**src/rtl/sd_phy_pkg.sv**
```systemverilog
// Shared types and constants for the SD command-line PHY.
package sd_phy_pkg;

  localparam int FRAME_LEN   = 48;
  localparam int PAYLOAD_LEN = 40;
  localparam logic [6:0] CRC7_POLY = 7'h09;

  typedef enum logic [2:0] {
    IDLE      = 3'd0,
    SEND      = 3'd1,
    TURN      = 3'd2,
    WAIT_RESP = 3'd3,
    RECV      = 3'd4,
    DONE      = 3'd5
  } state_t;

  // One MSB-first step of CRC7 (x^7 + x^3 + 1).
  function automatic logic [6:0] crc7_step(input logic [6:0] crc, input logic b);
    logic fb;
    fb = b ^ crc[6];
    return {crc[5:0], 1'b0} ^ (fb ? CRC7_POLY : 7'h00);
  endfunction

endpackage

```
**src/rtl/sd_cmd_phy_if.sv**
```systemverilog
// Controller/pin bundle for the SD command PHY.
interface sd_cmd_phy_if;
  import sd_phy_pkg::*;

  logic                   strobe_in;
  logic [PAYLOAD_LEN-1:0] cmd_in;
  logic                   ack_in;
  logic                   ack_out;
  logic                   strobe_out;
  logic [PAYLOAD_LEN-1:0] cmd_out;
  logic                   crc_error;
  logic                   resp_timeout;
  logic                   busy;
  logic                   cmd_pin_out;
  logic                   cmd_pin_oe;
  logic                   cmd_pin_in;

  // Controller side (and the card-side pin driver in a bench).
  modport master (
    output strobe_in, cmd_in, ack_in, cmd_pin_in,
    input  ack_out, strobe_out, cmd_out, crc_error, resp_timeout, busy,
           cmd_pin_out, cmd_pin_oe
  );

  // PHY side.
  modport slave (
    input  strobe_in, cmd_in, ack_in, cmd_pin_in,
    output ack_out, strobe_out, cmd_out, crc_error, resp_timeout, busy,
           cmd_pin_out, cmd_pin_oe
  );
endinterface

```
**src/rtl/sd_cmd_phy_crc7.sv**
```systemverilog
// Serial CRC7 accumulator shared by transmit and receive paths.
// Clear together with enable restarts the CRC from zero with i_bit as its first bit.
module sd_crc7
  import sd_phy_pkg::*;
(
  input  logic       clock,
  input  logic       reset,
  input  logic       i_clear,
  input  logic       i_enable,
  input  logic       i_bit,
  output logic [6:0] o_crc
);

  logic [6:0] r_crc;
  logic [6:0] w_base;

  assign w_base = i_clear ? 7'h00 : r_crc;
  assign o_crc  = r_crc;

  // Advance or clear the remainder.
  always_ff @(posedge clock or posedge reset) begin
    if (reset) begin
      r_crc <= 7'h00;
    end else if (i_enable) begin
      r_crc <= crc7_step(w_base, i_bit);
    end else if (i_clear) begin
      r_crc <= 7'h00;
    end
  end

endmodule

```
**src/rtl/sd_cmd_phy.sv**
```systemverilog
// SD CMD-line PHY: sends a 48-bit command frame with CRC7, then receives and
// checks the 48-bit response.
//
// state     | meaning
// ----------+------------------------------------------------
// IDLE      | pin released, waiting for an armed strobe_in
// SEND      | driving frame bit r_cnt (47..0) on the pin
// TURN      | pin released for TURN_CYCLES turnaround cycles
// WAIT_RESP | looking for the response start bit
// RECV      | shifting in response bit r_cnt (46..0)
// DONE      | status valid, holding until ack_in
module sd_cmd_phy
  import sd_phy_pkg::*;
#(
  parameter int WAIT_MAX    = 64,
  parameter int TURN_CYCLES = 2
)
(
  input logic         clock,
  input logic         reset,
  sd_cmd_phy_if.slave bus
);

  localparam int WW = $clog2(WAIT_MAX) + 1;

  state_t                 r_state;
  logic [5:0]             r_cnt;
  logic [WW-1:0]          r_wait;
  logic [FRAME_LEN-2:0]   r_shift;
  logic                   r_armed;
  logic                   r_rx_bad;
  logic                   r_ack_out;
  logic                   r_strobe_out;
  logic                   r_crc_error;
  logic                   r_resp_timeout;
  logic                   r_busy;
  logic                   r_pin_out;
  logic                   r_pin_oe;
  logic [PAYLOAD_LEN-1:0] r_cmd_out;

  logic       w_accept;
  logic       w_crc_clear;
  logic       w_crc_en;
  logic       w_crc_bit;
  logic [6:0] w_crc;
  logic [7:0] w_tail;
  logic [2:0] w_idx;

  assign w_accept = (r_state == IDLE) && bus.strobe_in && r_armed;
  // CRC remainder followed by the end bit; w_idx maps frame bit r_cnt-1 into it.
  assign w_tail   = {w_crc, 1'b1};
  assign w_idx    = r_cnt[2:0] - 3'd1;

  sd_crc7 u_crc (
    .clock    (clock),
    .reset    (reset),
    .i_clear  (w_crc_clear),
    .i_enable (w_crc_en),
    .i_bit    (w_crc_bit),
    .o_crc    (w_crc)
  );

  // CRC feed: on transmit the bit is folded in as it is loaded onto the pin,
  // so the remainder is final by the time bit 7 has to be driven.
  always_comb begin
    w_crc_clear = 1'b0;
    w_crc_en    = 1'b0;
    w_crc_bit   = 1'b0;
    case (r_state)
      IDLE: if (w_accept) begin
        w_crc_clear = 1'b1;
        w_crc_en    = 1'b1;
        w_crc_bit   = bus.cmd_in[PAYLOAD_LEN-1];
      end
      SEND: if (r_cnt > 6'd8) begin
        w_crc_en  = 1'b1;
        w_crc_bit = r_shift[FRAME_LEN-2];
      end
      WAIT_RESP: if (!bus.cmd_pin_in) begin
        w_crc_clear = 1'b1;
        w_crc_en    = 1'b1;
        w_crc_bit   = 1'b0;
      end
      RECV: if (r_cnt >= 6'd8) begin
        w_crc_en  = 1'b1;
        w_crc_bit = bus.cmd_pin_in;
      end
      default: ;
    endcase
  end

  // Main sequencer with registered outputs.
  always_ff @(posedge clock or posedge reset) begin
    if (reset) begin
      r_state        <= IDLE;
      r_cnt          <= 6'd0;
      r_wait         <= '0;
      r_shift        <= '0;
      r_armed        <= 1'b1;
      r_rx_bad       <= 1'b0;
      r_ack_out      <= 1'b0;
      r_strobe_out   <= 1'b0;
      r_crc_error    <= 1'b0;
      r_resp_timeout <= 1'b0;
      r_busy         <= 1'b0;
      r_pin_out      <= 1'b1;
      r_pin_oe       <= 1'b0;
      r_cmd_out      <= '0;
    end else begin
      r_ack_out <= 1'b0;
      if (!bus.strobe_in) begin
        r_armed <= 1'b1;
      end else if (w_accept) begin
        r_armed <= 1'b0;
      end

      case (r_state)
        IDLE: begin
          if (w_accept) begin
            r_shift   <= {bus.cmd_in[PAYLOAD_LEN-2:0], 8'h00};
            r_pin_out <= bus.cmd_in[PAYLOAD_LEN-1];
            r_pin_oe  <= 1'b1;
            r_ack_out <= 1'b1;
            r_busy    <= 1'b1;
            r_cnt     <= 6'd47;
            r_state   <= SEND;
          end
        end
        SEND: begin
          if (r_cnt == 6'd0) begin
            r_pin_oe  <= 1'b0;
            r_pin_out <= 1'b1;
            r_cnt     <= 6'(TURN_CYCLES - 1);
            r_state   <= TURN;
          end else begin
            r_cnt <= r_cnt - 6'd1;
            if (r_cnt > 6'd8) begin
              r_pin_out <= r_shift[FRAME_LEN-2];
              r_shift   <= {r_shift[FRAME_LEN-3:0], 1'b0};
            end else begin
              r_pin_out <= w_tail[w_idx];
            end
          end
        end
        TURN: begin
          if (r_cnt == 6'd0) begin
            r_wait  <= '0;
            r_state <= WAIT_RESP;
          end else begin
            r_cnt <= r_cnt - 6'd1;
          end
        end
        WAIT_RESP: begin
          if (!bus.cmd_pin_in) begin
            r_shift  <= {r_shift[FRAME_LEN-3:0], 1'b0};
            r_rx_bad <= 1'b0;
            r_cnt    <= 6'd46;
            r_state  <= RECV;
          end else if (r_wait == WW'(WAIT_MAX - 1)) begin
            r_cmd_out      <= '0;
            r_resp_timeout <= 1'b1;
            r_strobe_out   <= 1'b1;
            r_state        <= DONE;
          end else begin
            r_wait <= r_wait + 1'b1;
          end
        end
        RECV: begin
          r_shift <= {r_shift[FRAME_LEN-3:0], bus.cmd_pin_in};
          if (r_cnt < 6'd8 && r_cnt != 6'd0 && bus.cmd_pin_in != w_crc[w_idx]) begin
            r_rx_bad <= 1'b1;
          end
          if (r_cnt == 6'd0) begin
            r_cmd_out    <= r_shift[FRAME_LEN-2:7];
            r_crc_error  <= r_rx_bad | ~bus.cmd_pin_in;
            r_strobe_out <= 1'b1;
            r_state      <= DONE;
          end else begin
            r_cnt <= r_cnt - 6'd1;
          end
        end
        DONE: begin
          if (bus.ack_in) begin
            r_strobe_out   <= 1'b0;
            r_crc_error    <= 1'b0;
            r_resp_timeout <= 1'b0;
            r_busy         <= 1'b0;
            r_state        <= IDLE;
          end
        end
        default: r_state <= IDLE;
      endcase
    end
  end

  assign bus.ack_out      = r_ack_out;
  assign bus.strobe_out   = r_strobe_out;
  assign bus.cmd_out      = r_cmd_out;
  assign bus.crc_error    = r_crc_error;
  assign bus.resp_timeout = r_resp_timeout;
  assign bus.busy         = r_busy;
  assign bus.cmd_pin_out  = r_pin_out;
  assign bus.cmd_pin_oe   = r_pin_oe;

endmodule

```
**src/flat_wrapper.sv**
```systemverilog
// flat-port wrapper written by rule: the top's interface ports become plain ports
module sd_cmd_phy_flat import sd_phy_pkg::*;
#(
  parameter int WAIT_MAX    = 64,
  parameter int TURN_CYCLES = 2
)
  (clock, reset, bus_strobe_in, bus_cmd_in, bus_ack_in, bus_cmd_pin_in, bus_ack_out, bus_strobe_out, bus_cmd_out, bus_crc_error, bus_resp_timeout, bus_busy, bus_cmd_pin_out, bus_cmd_pin_oe);
  sd_cmd_phy_if bus_i ();
  input logic clock;
  input logic reset;
  input wire logic [$bits(bus_i.strobe_in)-1:0] bus_strobe_in;
  input wire logic [$bits(bus_i.cmd_in)-1:0] bus_cmd_in;
  input wire logic [$bits(bus_i.ack_in)-1:0] bus_ack_in;
  input wire logic [$bits(bus_i.cmd_pin_in)-1:0] bus_cmd_pin_in;
  output wire logic [$bits(bus_i.ack_out)-1:0] bus_ack_out;
  output wire logic [$bits(bus_i.strobe_out)-1:0] bus_strobe_out;
  output wire logic [$bits(bus_i.cmd_out)-1:0] bus_cmd_out;
  output wire logic [$bits(bus_i.crc_error)-1:0] bus_crc_error;
  output wire logic [$bits(bus_i.resp_timeout)-1:0] bus_resp_timeout;
  output wire logic [$bits(bus_i.busy)-1:0] bus_busy;
  output wire logic [$bits(bus_i.cmd_pin_out)-1:0] bus_cmd_pin_out;
  output wire logic [$bits(bus_i.cmd_pin_oe)-1:0] bus_cmd_pin_oe;
  assign bus_i.strobe_in = bus_strobe_in;
  assign bus_i.cmd_in = bus_cmd_in;
  assign bus_i.ack_in = bus_ack_in;
  assign bus_i.cmd_pin_in = bus_cmd_pin_in;
  assign bus_ack_out = bus_i.ack_out;
  assign bus_strobe_out = bus_i.strobe_out;
  assign bus_cmd_out = bus_i.cmd_out;
  assign bus_crc_error = bus_i.crc_error;
  assign bus_resp_timeout = bus_i.resp_timeout;
  assign bus_busy = bus_i.busy;
  assign bus_cmd_pin_out = bus_i.cmd_pin_out;
  assign bus_cmd_pin_oe = bus_i.cmd_pin_oe;
  sd_cmd_phy #(.WAIT_MAX(WAIT_MAX), .TURN_CYCLES(TURN_CYCLES)) u_core (.clock(clock), .reset(reset), .bus(bus_i));
endmodule
```
**config.mk**
```make
export PLATFORM = sky130hd
export DESIGN_NAME = sd_cmd_phy_flat
export DESIGN_NICKNAME = d
export VERILOG_FILES = /design/src/rtl/sd_phy_pkg.sv /design/src/rtl/sd_cmd_phy_if.sv /design/src/rtl/sd_cmd_phy_crc7.sv /design/src/rtl/sd_cmd_phy.sv /design/src/flat_wrapper.sv
export SDC_FILE = /design/constraint.sdc
export NUM_CORES = 1
export LEC_CHECK = 0
export BUFFER_PORTS_ARGS = -buffer_cell sky130_fd_sc_hd__buf_2
export CORE_UTILIZATION = 50
export CTS_CLUSTER_DIAMETER = 30
export CTS_CLUSTER_SIZE = 30
export DETAILED_ROUTE_END_ITERATION = 8
export PLACE_DENSITY = 0.8
export SYNTH_ARGS = -nofsm -noshare
export SYNTH_HDL_FRONTEND = slang
export SYNTH_SLANG_ARGS = --single-unit
```
**constraint.sdc**
```tcl
create_clock -name clock -period 3.25 [get_ports clock]
set_input_delay 0.325 -clock clock [delete_from_list [all_inputs] [get_ports clock]]
set_output_delay 0.325 -clock clock [all_outputs]
set_load 0.01 [all_outputs]
```
After elaboration in Yosys (flattened, before gate mapping)
Index checks and enable logic that the tools add are counted.
W data, S select, Z words.
Word-level totals
  flip-flop bits (word level): 119
  word-level logic and storage cells: 142
  input port bits: 45
  output and inout port bits: 47
Operators by class
  bitwise gates (word level): 4
  reductions and logical operators: 29
  magnitude comparators: 4
  eq/ne operators: 22
  mux-type cells: 65
  add/sub/neg operators: 3
Operators by type and width (count)
  $mux W47: 4
  $pmux W47 S4: 1
  $mux W40: 3
  $pmux W40 S2: 1
  $mux W7: 5
  $mux W1: 24
  $mux W6: 4
  $pmux W6 S4: 1
  $mux W3: 7
  $pmux W3 S6: 1
  $ne A2 B1 Y1 const B: 8
  $reduce_and A4 Y1: 4
  $pmux W1 S2: 7
  $pmux W7 S2: 1
  $ne A2 B2 Y1 const B: 6
  $reduce_and A3 Y1: 4
  $reduce_bool A2 Y1: 6
  $reduce_and A5 Y1: 2
  $reduce_bool A4 Y1: 2
  $add A7 B1 Y7 const B: 1
  $eq A7 B6 Y1 const B: 1
  $xor A7 B4 Y7: 1
  $bmux W1 S3: 2
  $eq A3 B2 Y1 const B: 2
  other kinds (24): 29

Logic depth before layout (Yosys ltp)
Gate-level depths: netlist of run 1.
  depth in word-level cells: 10
  mapped depth: 9
  gate-level depth less buffers: 7

By module
A second synthesis of run 1 with hierarchy kept.
Second synthesis, totals
  cell total of the unflattened synthesis: 474
  area total of the unflattened synthesis: 5843.1 µm²
Modules (own cells, without submodules)
  sd_cmd_phy: area each 5514.0 µm², seq. area each 2805.2 µm², times used 1, cells each 442
  sd_crc7: area each 329.1 µm², seq. area each 175.2 µm², times used 1, cells each 32

Worst setup path after synthesis of run 1
Ideal clock, no wire load.
  path type: reg2reg
  start point: reg u_core.r_cnt[0]
  end point: reg u_core.r_pin_out (netlist: u_core.bus.cmd_pin_out)
  clock period less this slack: 2.044 ns
  data arrival time: 1.954 ns
  path buffers: 1
  path slack: 1.206 ns
  library setup time: 0.090 ns
  stages on the path, launching flop included: 7
  data required time: 3.160 ns
  cell sequence: dfrtp_1 inv_1 ha_1 clkbuf_1 mux4_2 a2111oi_0 o21ai_0
Between the ends
  word-level cells in the longest chain between the ends: 6
  elaborated cells on any way between the ends: 8
  those cells by class: add/sub (1); order compare (1); mux (5); reduce/logical (1)
Ends and longest elaborated chain
  from (decl): line sd_cmd_phy.sv:27  | logic [5:0] r_cnt;
  from (signal assigned): line sd_cmd_phy.sv:133  | r_cnt <= 6'(TURN_CYCLES - 1);
  from (signal assigned): line sd_cmd_phy.sv:136  | r_cnt <= r_cnt - 6'd1;
  from (signal assigned): line sd_cmd_phy.sv:150  | r_cnt <= r_cnt - 6'd1;
  $sub A3 B1 Y3: line sd_cmd_phy.sv:52  | assign w_idx = r_cnt[2:0] - 3'd1;
  $bmux W1 S3: line sd_cmd_phy.sv:141  | r_pin_out <= w_tail[w_idx];
  $mux W1 (not written as such): line sd_cmd_phy.sv:141
  $mux W1: line sd_cmd_phy.sv:137  | if (r_cnt > 6'd8) begin
  $mux W1 *: line sd_cmd_phy.sv:130  | if (r_cnt == 6'd0) begin
  $pmux W1 S2 *: line sd_cmd_phy.sv:117  | case (r_state)
  to (signal assigned): line sd_cmd_phy.sv:121  | r_pin_out <= bus.cmd_in[PAYLOAD_LEN-1];
  to (signal assigned): line sd_cmd_phy.sv:138  | r_pin_out <= r_shift[FRAME_LEN-2];
  to (signal assigned): line sd_cmd_phy.sv:141
  to (decl): line sd_cmd_phy.sv:37  | logic r_pin_out;
Mark *: on every way between the ends. The rest lies on a longest branch, timed or not. The select of a mux whose other input is x is not followed.
A chain may end at the register's enable or synchronous reset.

Worst setup path after layout of run 1
  start point: reg u_core.r_state[1]
  end point: reg u_core.r_cmd_out[38] (netlist: u_core.bus.cmd_out[38])
Between the ends
  word-level cells in the longest chain between the ends: 3
  elaborated cells on any way between the ends: 8
  those cells by class: eq/ne (5); mux (1); reduce/logical (2)
Ends and longest elaborated chain
  from (decl): line sd_cmd_phy.sv:26  | state_t r_state;
  from (signal assigned): line sd_cmd_phy.sv:95  | r_state <= IDLE;
  from (signal assigned): line sd_cmd_phy.sv:126  | r_state <= SEND;
  from (signal assigned): line sd_cmd_phy.sv:134  | r_state <= TURN;
  $eq A3 B3 Y1 / $eq A3 B2 Y1 (equally long branches): line sd_cmd_phy.sv:117
  $ne A2 B1 Y1 (no source line) (tied with other cells)
  $reduce_and A4 Y1 (no source line)
  to (signal assigned): line sd_cmd_phy.sv:174  | r_cmd_out <= r_shift[FRAME_LEN-2:7];
  to (decl): line sd_cmd_phy.sv:39  | logic [PAYLOAD_LEN-1:0] r_cmd_out;
Parallel ways exist; a longest one is shown, timed or not.

==> flow_metrics.py, run 1 <==
metrics = {
    "run_status": {
        "status": "finished, final reports clean",
    },
    "floorplanning": {
        "die_x_um": 107,
        "start_util_pct": 52.3,
        "core_area_um2": 10500,
        "io_pins": 92,
        "rows": 37,
        "die_h_um": 107,
        "dieArea_um2": 11400,
    },
    "worst_setup_path": {
        "arrival_ns": 2.90,
        "startpoint": "u_core.r_state[1]",
        "worst_setup_path_start_kind": "register",
        "critPathKind": "register to register",
        "crit_path_end_kind": "register",
        "cp_data_required_time_ns": 3.66,
        "cp_max_fo": 40,
        "r2r-start": "u_core.r_state[1]",
    },
    "synthesis": {
        "synthDistinctLibCells": 60,
        "synth_top_cell_by_area": "dfrtp_1",
        "synthCells": 507,
        "synth-main-ff-cell": "dfrtp_1",
        "synthXorXnorAreaFrac_pct": 1.12,
        "synth-seq-area-share_pct": 54.3,
        "synth_compound_area_share_pct": 18.0,
        "yosysWarningCount": 0,
        "synth_area_um2": 5490,
        "synth_edf_count": 0,
        "muxShareOfSynthArea_pct": 9.75,
        "ys_top_cells_by_count": "dfrtp_1 (117), nand2_1 (75), mux2i_1 (49), o21ai_1 (49), a22o_1 (42)",
        "yosysMostFrequentCell": "dfrtp_1",
        "synthAdderAreaFrac_pct": 0.684,
        "yosys.area.top_type_share_pct": 53.3,
        "synthTopCellsByArea": "dfrtp_1 (53%), mux2i_1 (8.9%), a22o_1 (6.7%)",
        "postSynthAreaPerCell_um2": 10.8,
        "synth-simple-area-share_pct": 12.8,
        "async_flop_share_pct": 100,
        "syn_nets": 555,
        "synth-seq-cells": 119,
        "synth_top_family_by_area": "compound AO/OA/AOI/OAI gates",
    },
    "global_routing": {
        "grt_pass1_wl_um": 21600,
        "grt_max_degree": 94,
        "grt_pass1_vias": 4342,
        "grt_usage_pct": 24.5,
        "antenna_found_initial": 0,
        "grt_overflow": 0,
    },
    "placement": {
        "gp_congestion": 0.898,
        "io_buffer_count": 91,
        "pre_cts_slack_ns": 0.815,
        "hpwlAfterDp_um": 8390,
    },
    "clocking": {
        "cts_tree": "built",
        "post-cts-setup-buffers": 0,
        "post_cts_resized": 0,
        "root_buffer": "clkbuf_8",
        "cts_buffers": 17,
        "clk_latency_ns": 0.53,
        "cts_hold_buf": 1,
        "cts_sinks": 119,
        "cts.clk_slew.worst_paths_ns": 0.06,
        "clockBufferDepth": 2,
        "cts_max_level": 4,
    },
    "sta": {
        "finalClockSkew_ns": 0.00798,
        "setup_viol": 0,
        "setup_ws_ns": 0.757,
        "hold_viol": 0,
        "max_freq_mhz": 401,
        "rsz0062_at_grt": "false",
        "slew_headroom_pct": 34.1,
        "hold_ws_ns": 0.0107,
        "worst_pin_slew_ns": 0.986,
        "tns_ns": 0,
        "min_period_ns": 2.49,
        "period_share_pct": 76.7,
        "drv_slew": 0,
    },
    "finish": {
        "fin_nets": 643,
        "drive_gt1_share_pct": 24.8,
        "syn2layout_area_growth_pct": 22.1,
        "n_antenna_cell": 0,
    },
    "routing": {
        "drtAntennaViolNets": 0,
        "drt-vias-per-instance": 5.78,
        "detail_route.wl_per_cell_um": 17.4,
        "drcViolationCount": 0,
        "via_count": 4299,
        "first_pass_iters": 5,
        "dr.first_iter.drc_count": 331,
        "wl_um": 12900,
    },
    "power_and_ir_drop": {
        "p_per_area_nw_per_um2": 944,
        "leakagePower_uw": 0.00315,
        "vdd_drop_max_uv": 583,
    },
    "worst_hold_path": {
        "hold_path.class": "input pin to async pin",
    },
    "run": {
        "drv_cap": 0,
    },
}
metrics by stage:
stage | area, um^2 | util, % | power (uW) | cells
after floorplan | 5500 | - | 3860 | 507
after global placement | 6080 | 57.9 | 4230 | 711
after detailed placement | 6080 | 57.9 | 4350 | 711
after CTS | 6700 | 63.8 | 6340 | 744
after global routing | 6700 | 63.8 | 6690 | 744
final | 6700 | 63.8 | 6330 | 744
worst max-delay path, cell delays in order (launching register included):
cell	delay, ns
dfrtp_1	0.60
or3b_1	0.68
nor3_4	0.48
nor2_4	0.06
buf_4	0.29
a22o_1	0.24
flip-flops by register name, summed over array words and instances (netlist names), 3 cells and up:
name / count
u_core.bus.cmd_out: 40
u_core.r_state: 3
u_core.r_cnt: 6
u_core.u_crc.o_crc: 7
u_core.r_wait: 7
u_core.r_shift: 47
cell type report:
type	count	area, um^2
Clock buffer	18	428
Clock inverter	14	186
Fill cell	809	3800
Inverter	9	37.5
Multi-Input combinational cell	349	2360
Sequential cell	119	2980
Tap cell	136	170
Timing Repair Buffer	99	543
metal layers:
layer,global-route usage [%],wire (um)
met1,32.4,5740
met4,10.7,294
met2,38.5,6190
met5,0,0
met3,5.78,693
worst paths after layout:
| check | endpoint | slack, ns | cells past startpoint |
|---|---|---|---|
| min in group clock | u_core.bus.crc_error | 0.06 | 2 |
| worst max-delay path | u_core.bus.cmd_out[38] | 0.76 | 5 |
| worst min-delay path | u_core.bus.cmd_out[7] | 0.01 | 2 |
| max in group asynchronous | u_core.r_armed | 2.36 | 3 |
| worst min register to register | u_core.bus.resp_timeout | 0.48 | 1 |
| worst max register to register | u_core.bus.cmd_out[38] | 0.76 | 5 |
placed cells by master (no fill, tap or decap), types with 7 or more instances in the layout:
cell type    n
o21ai_0     12
dfrtp_1    117
a22o_1      42
a21oi_1      7
clkbuf_16   16
nand2_1     75
buf_2       91
nor2_1      23
inv_1        8
mux2i_1     49
o21ai_1     49
cells by family after synthesis:
| group | count (synthesis) |
|---|---|
| and+or+nand+nor | 145 |
| adders and majority gates | 3 |
| xor gates and xnor gates | 7 |
| AOI/OAI and AO/OA | 142 |
| DFF | 119 |
| muxes | 52 |
| buffers and inverters | 39 |
power breakdown:
| part | leakage [uW] | switching (uW) | internal, uW |
|---|---|---|---|
| clock | 0.000301 | 741 | 1210 |
| sequential | 0.00156 | 364 | 1870 |
| combinational | 0.00129 | 1240 | 897 |
| total | 0.00315 | 2350 | 3980 |
Note: power is estimated with default switching activity, not from simulation.
==> run 2, diff against run 1 <==
Settings changed: ABC_AREA from default to 1, PLACE_DENSITY 0.8 to 0.77.
Clock period 3.25 ns to 2.3 ns, I/O delays scaled along.
==> flow_metrics.py, run 2 <==
metrics = {
    "run_status": {
        "status": "finished, final reports clean",
    },
    "clocking": {
        "post_cts_resized": 0,
        "cts_hold_buf": 37,
        "clockBufferDepth": 2,
        "cts.clk_slew.worst_paths_ns": 0.05,
        "cts_max_level": 4,
        "clk_latency_ns": 0.52,
        "root_buffer": "clkbuf_8",
        "cts_tree": "built",
        "post-cts-setup-buffers": 0,
        "cts_buffers": 17,
        "cts_sinks": 119,
    },
    "synthesis": {
        "synth-main-ff-cell": "dfrtp_1",
        "yosysWarningCount": 0,
        "synth-seq-area-share_pct": 52.9,
        "synth_edf_count": 0,
        "async_flop_share_pct": 100,
        "synth_top_cell_by_area": "dfrtp_1",
        "synthCells": 670,
        "postSynthAreaPerCell_um2": 8.41,
        "synthAdderAreaFrac_pct": 0.666,
        "muxShareOfSynthArea_pct": 0,
        "synth_top_family_by_area": "simple AND/OR/NAND/NOR gates",
        "synth_compound_area_share_pct": 17.7,
        "syn_nets": 718,
        "synth-simple-area-share_pct": 19.4,
        "synthDistinctLibCells": 36,
        "synthXorXnorAreaFrac_pct": 0.311,
        "ys_top_cells_by_count": "nand2_1 (158), dfrtp_1 (117), inv_1 (81), o21ai_0 (63), o21ai_1 (49)",
        "synth_area_um2": 5630,
        "yosysMostFrequentCell": "nand2_1",
        "yosys.area.top_type_share_pct": 52.0,
        "synth-seq-cells": 119,
        "synthTopCellsByArea": "dfrtp_1 (52%), nand2_1 (11%), o21ai_0 (5.6%)",
    },
    "sta": {
        "slew_headroom_pct": 48.5,
        "max_freq_mhz": 488,
        "setup_ws_ns": 0.251,
        "tns_ns": 0,
        "period_share_pct": 89.1,
        "finalClockSkew_ns": 0.00663,
        "rsz0062_at_grt": "false",
        "drv_slew": 0,
        "worst_pin_slew_ns": 0.773,
        "min_period_ns": 2.05,
        "setup_viol": 0,
        "hold_viol": 0,
    },
    "placement": {
        "io_buffer_count": 91,
        "place_area_um2": 6240,
        "pre_cts_slack_ns": 0.335,
        "hpwlAfterDp_um": 8630,
        "gp_congestion": 0.897,
    },
    "floorplanning": {
        "die_x_um": 108,
        "dieArea_um2": 11700,
        "die_h_um": 108,
        "start_util_pct": 51.7,
        "core_area_um2": 10900,
        "rows": 38,
        "io_pins": 92,
    },
    "global_routing": {
        "grt_pass1_vias": 4844,
        "grt_max_degree": 94,
        "grt_overflow": 0,
        "grt_usage_pct": 25.7,
        "grt_pass1_wl_um": 23200,
        "antenna_found_initial": 0,
    },
    "worst_setup_path": {
        "cp_data_required_time_ns": 2.72,
        "startpoint": "u_core.r_state[1]",
        "r2r-start": "u_core.r_state[1]",
        "critPathKind": "register to register",
        "worst_setup_path_start_kind": "register",
        "crit_path_end_kind": "register",
        "arrival_ns": 2.47,
        "cp_max_fo": 93,
    },
    "power_and_ir_drop": {
        "power_uw": 9610,
        "vdd_drop_max_uv": 951,
        "p_per_area_nw_per_um2": 1340,
        "leakagePower_uw": 0.00359,
    },
    "worst_hold_path": {
        "hp-start": "bus_cmd_in[36]",
        "hold_path.class": "input pin to register",
    },
    "routing": {
        "wl_um": 13700,
        "drtAntennaViolNets": 0,
        "drcViolationCount": 0,
        "first_pass_iters": 5,
        "via_count": 5069,
        "drt-vias-per-instance": 5.33,
        "dr.first_iter.drc_count": 336,
        "detail_route.wl_per_cell_um": 14.4,
    },
    "finish": {
        "regMostFlops": "u_core.r_shift",
        "stdcell_area_um2": 7170,
        "largest_register_ffs": 47,
        "n_antenna_cell": 0,
        "layout_commonest_cell": "nand2_1",
        "fin_nets": 849,
        "layout_common_cells": "nand2_1 (157), dfrtp_1 (117), buf_2 (91), inv_1 (80), o21ai_0 (63)",
        "drive_gt1_share_pct": 19.1,
        "syn2layout_area_growth_pct": 27.2,
    },
    "run": {
        "drv_cap": 0,
    },
}
-- run 2: cell types whose count changed in the layout (fill, tap and decap cells not counted), sizes merged, moves of 7 or more --
| cell | previous run | this run |
|---|---|---|
| dlygate4sd3 | 1 | 37 |
| nand2 | 75 | 164 |
| nand3 | 4 | 36 |
| a21oi | 9 | 17 |
| inv | 15 | 85 |
| nor2 | 27 | 39 |
| o211ai | 2 | 39 |
| nor3 | 9 | 2 |
| nand4 | 2 | 9 |
| a211oi | 7 | 0 |
| o21ai | 62 | 113 |
| mux2i | 49 | 0 |
| clkbuf | 18 | 26 |
| a22o | 42 | 0 |
-- run 2: kinds of logic (layout without fill, tap and decap cells) --
logic type	after synthesis	in the layout
buffers and inverters	116	257
AND/OR/NAND/NOR	254	254
AO/OA/AOI/OAI	176	176
flip-flops	119	119
adder cells (fa/ha/maj)	3	3
XOR/XNOR	2	2
-- run 2: per-layer routing --
metal / up-vias / share of wire, % / track usage, %
li1: 2467 / - / -
met2: 169 / 49 / 41.1
met1: 2412 / 44 / 34.2
met4: 0 / 1.4 / 9.00
met5: - / 0 / 0
met3: 21 / 5.8 / 6.15
-- run 2: worst paths after layout --
check | cells after the start | slack [ns] | end
min reg2reg | 2 | 0.47 | u_core.bus.busy
max in group asynchronous | 4 | 1.26 | u_core.bus.cmd_out[4]
max | 8 | 0.25 | u_core.r_shift[11]
min | 3 | 0.01 | u_core.r_shift[44]
max reg2reg | 8 | 0.25 | u_core.r_shift[11]
min in group asynchronous | 4 | 0.49 | u_core.bus.cmd_out[14]
-- run 2: layout make-up --
class / instances / area (um^2)
multi-input combinational: 435 / 2160
sequential: 119 / 2980
timing repair buffer: 141 / 961
clock buffer: 26 / 498
inverter: 87 / 330
clock inverter: 3 / 65.1
tap: 140 / 175
fill: 864 / 3720
-- run 2: per-stage QoR --
stage	cells	util [%]	hold slack (ns)
global placement	885	57.3	0.389
global route	951	65.8	0.0173
finish	951	65.8	0.0144
detailed placement	885	57.3	0.402
floorplan	670	-	0.273
CTS	951	65.8	0.00427
-- run 2: where the power goes --
| part | switching, uW | internal, uW |
|---|---|---|
| combinational | 2740 | 1360 |
| clock | 871 | 1670 |
| sequential | 279 | 2700 |
| total | 3890 | 5720 |
-- run 2: worst max-delay path, cell delays in order (launching register included) --
cell	delay [ns]
dfrtp_1	0.51
inv_2	0.11
nand2_1	0.17
nor2_1	0.07
nand2_1	0.15
nor3b_4	0.27
buf_12	0.33
o211ai_1	0.14
o21ai_0	0.11
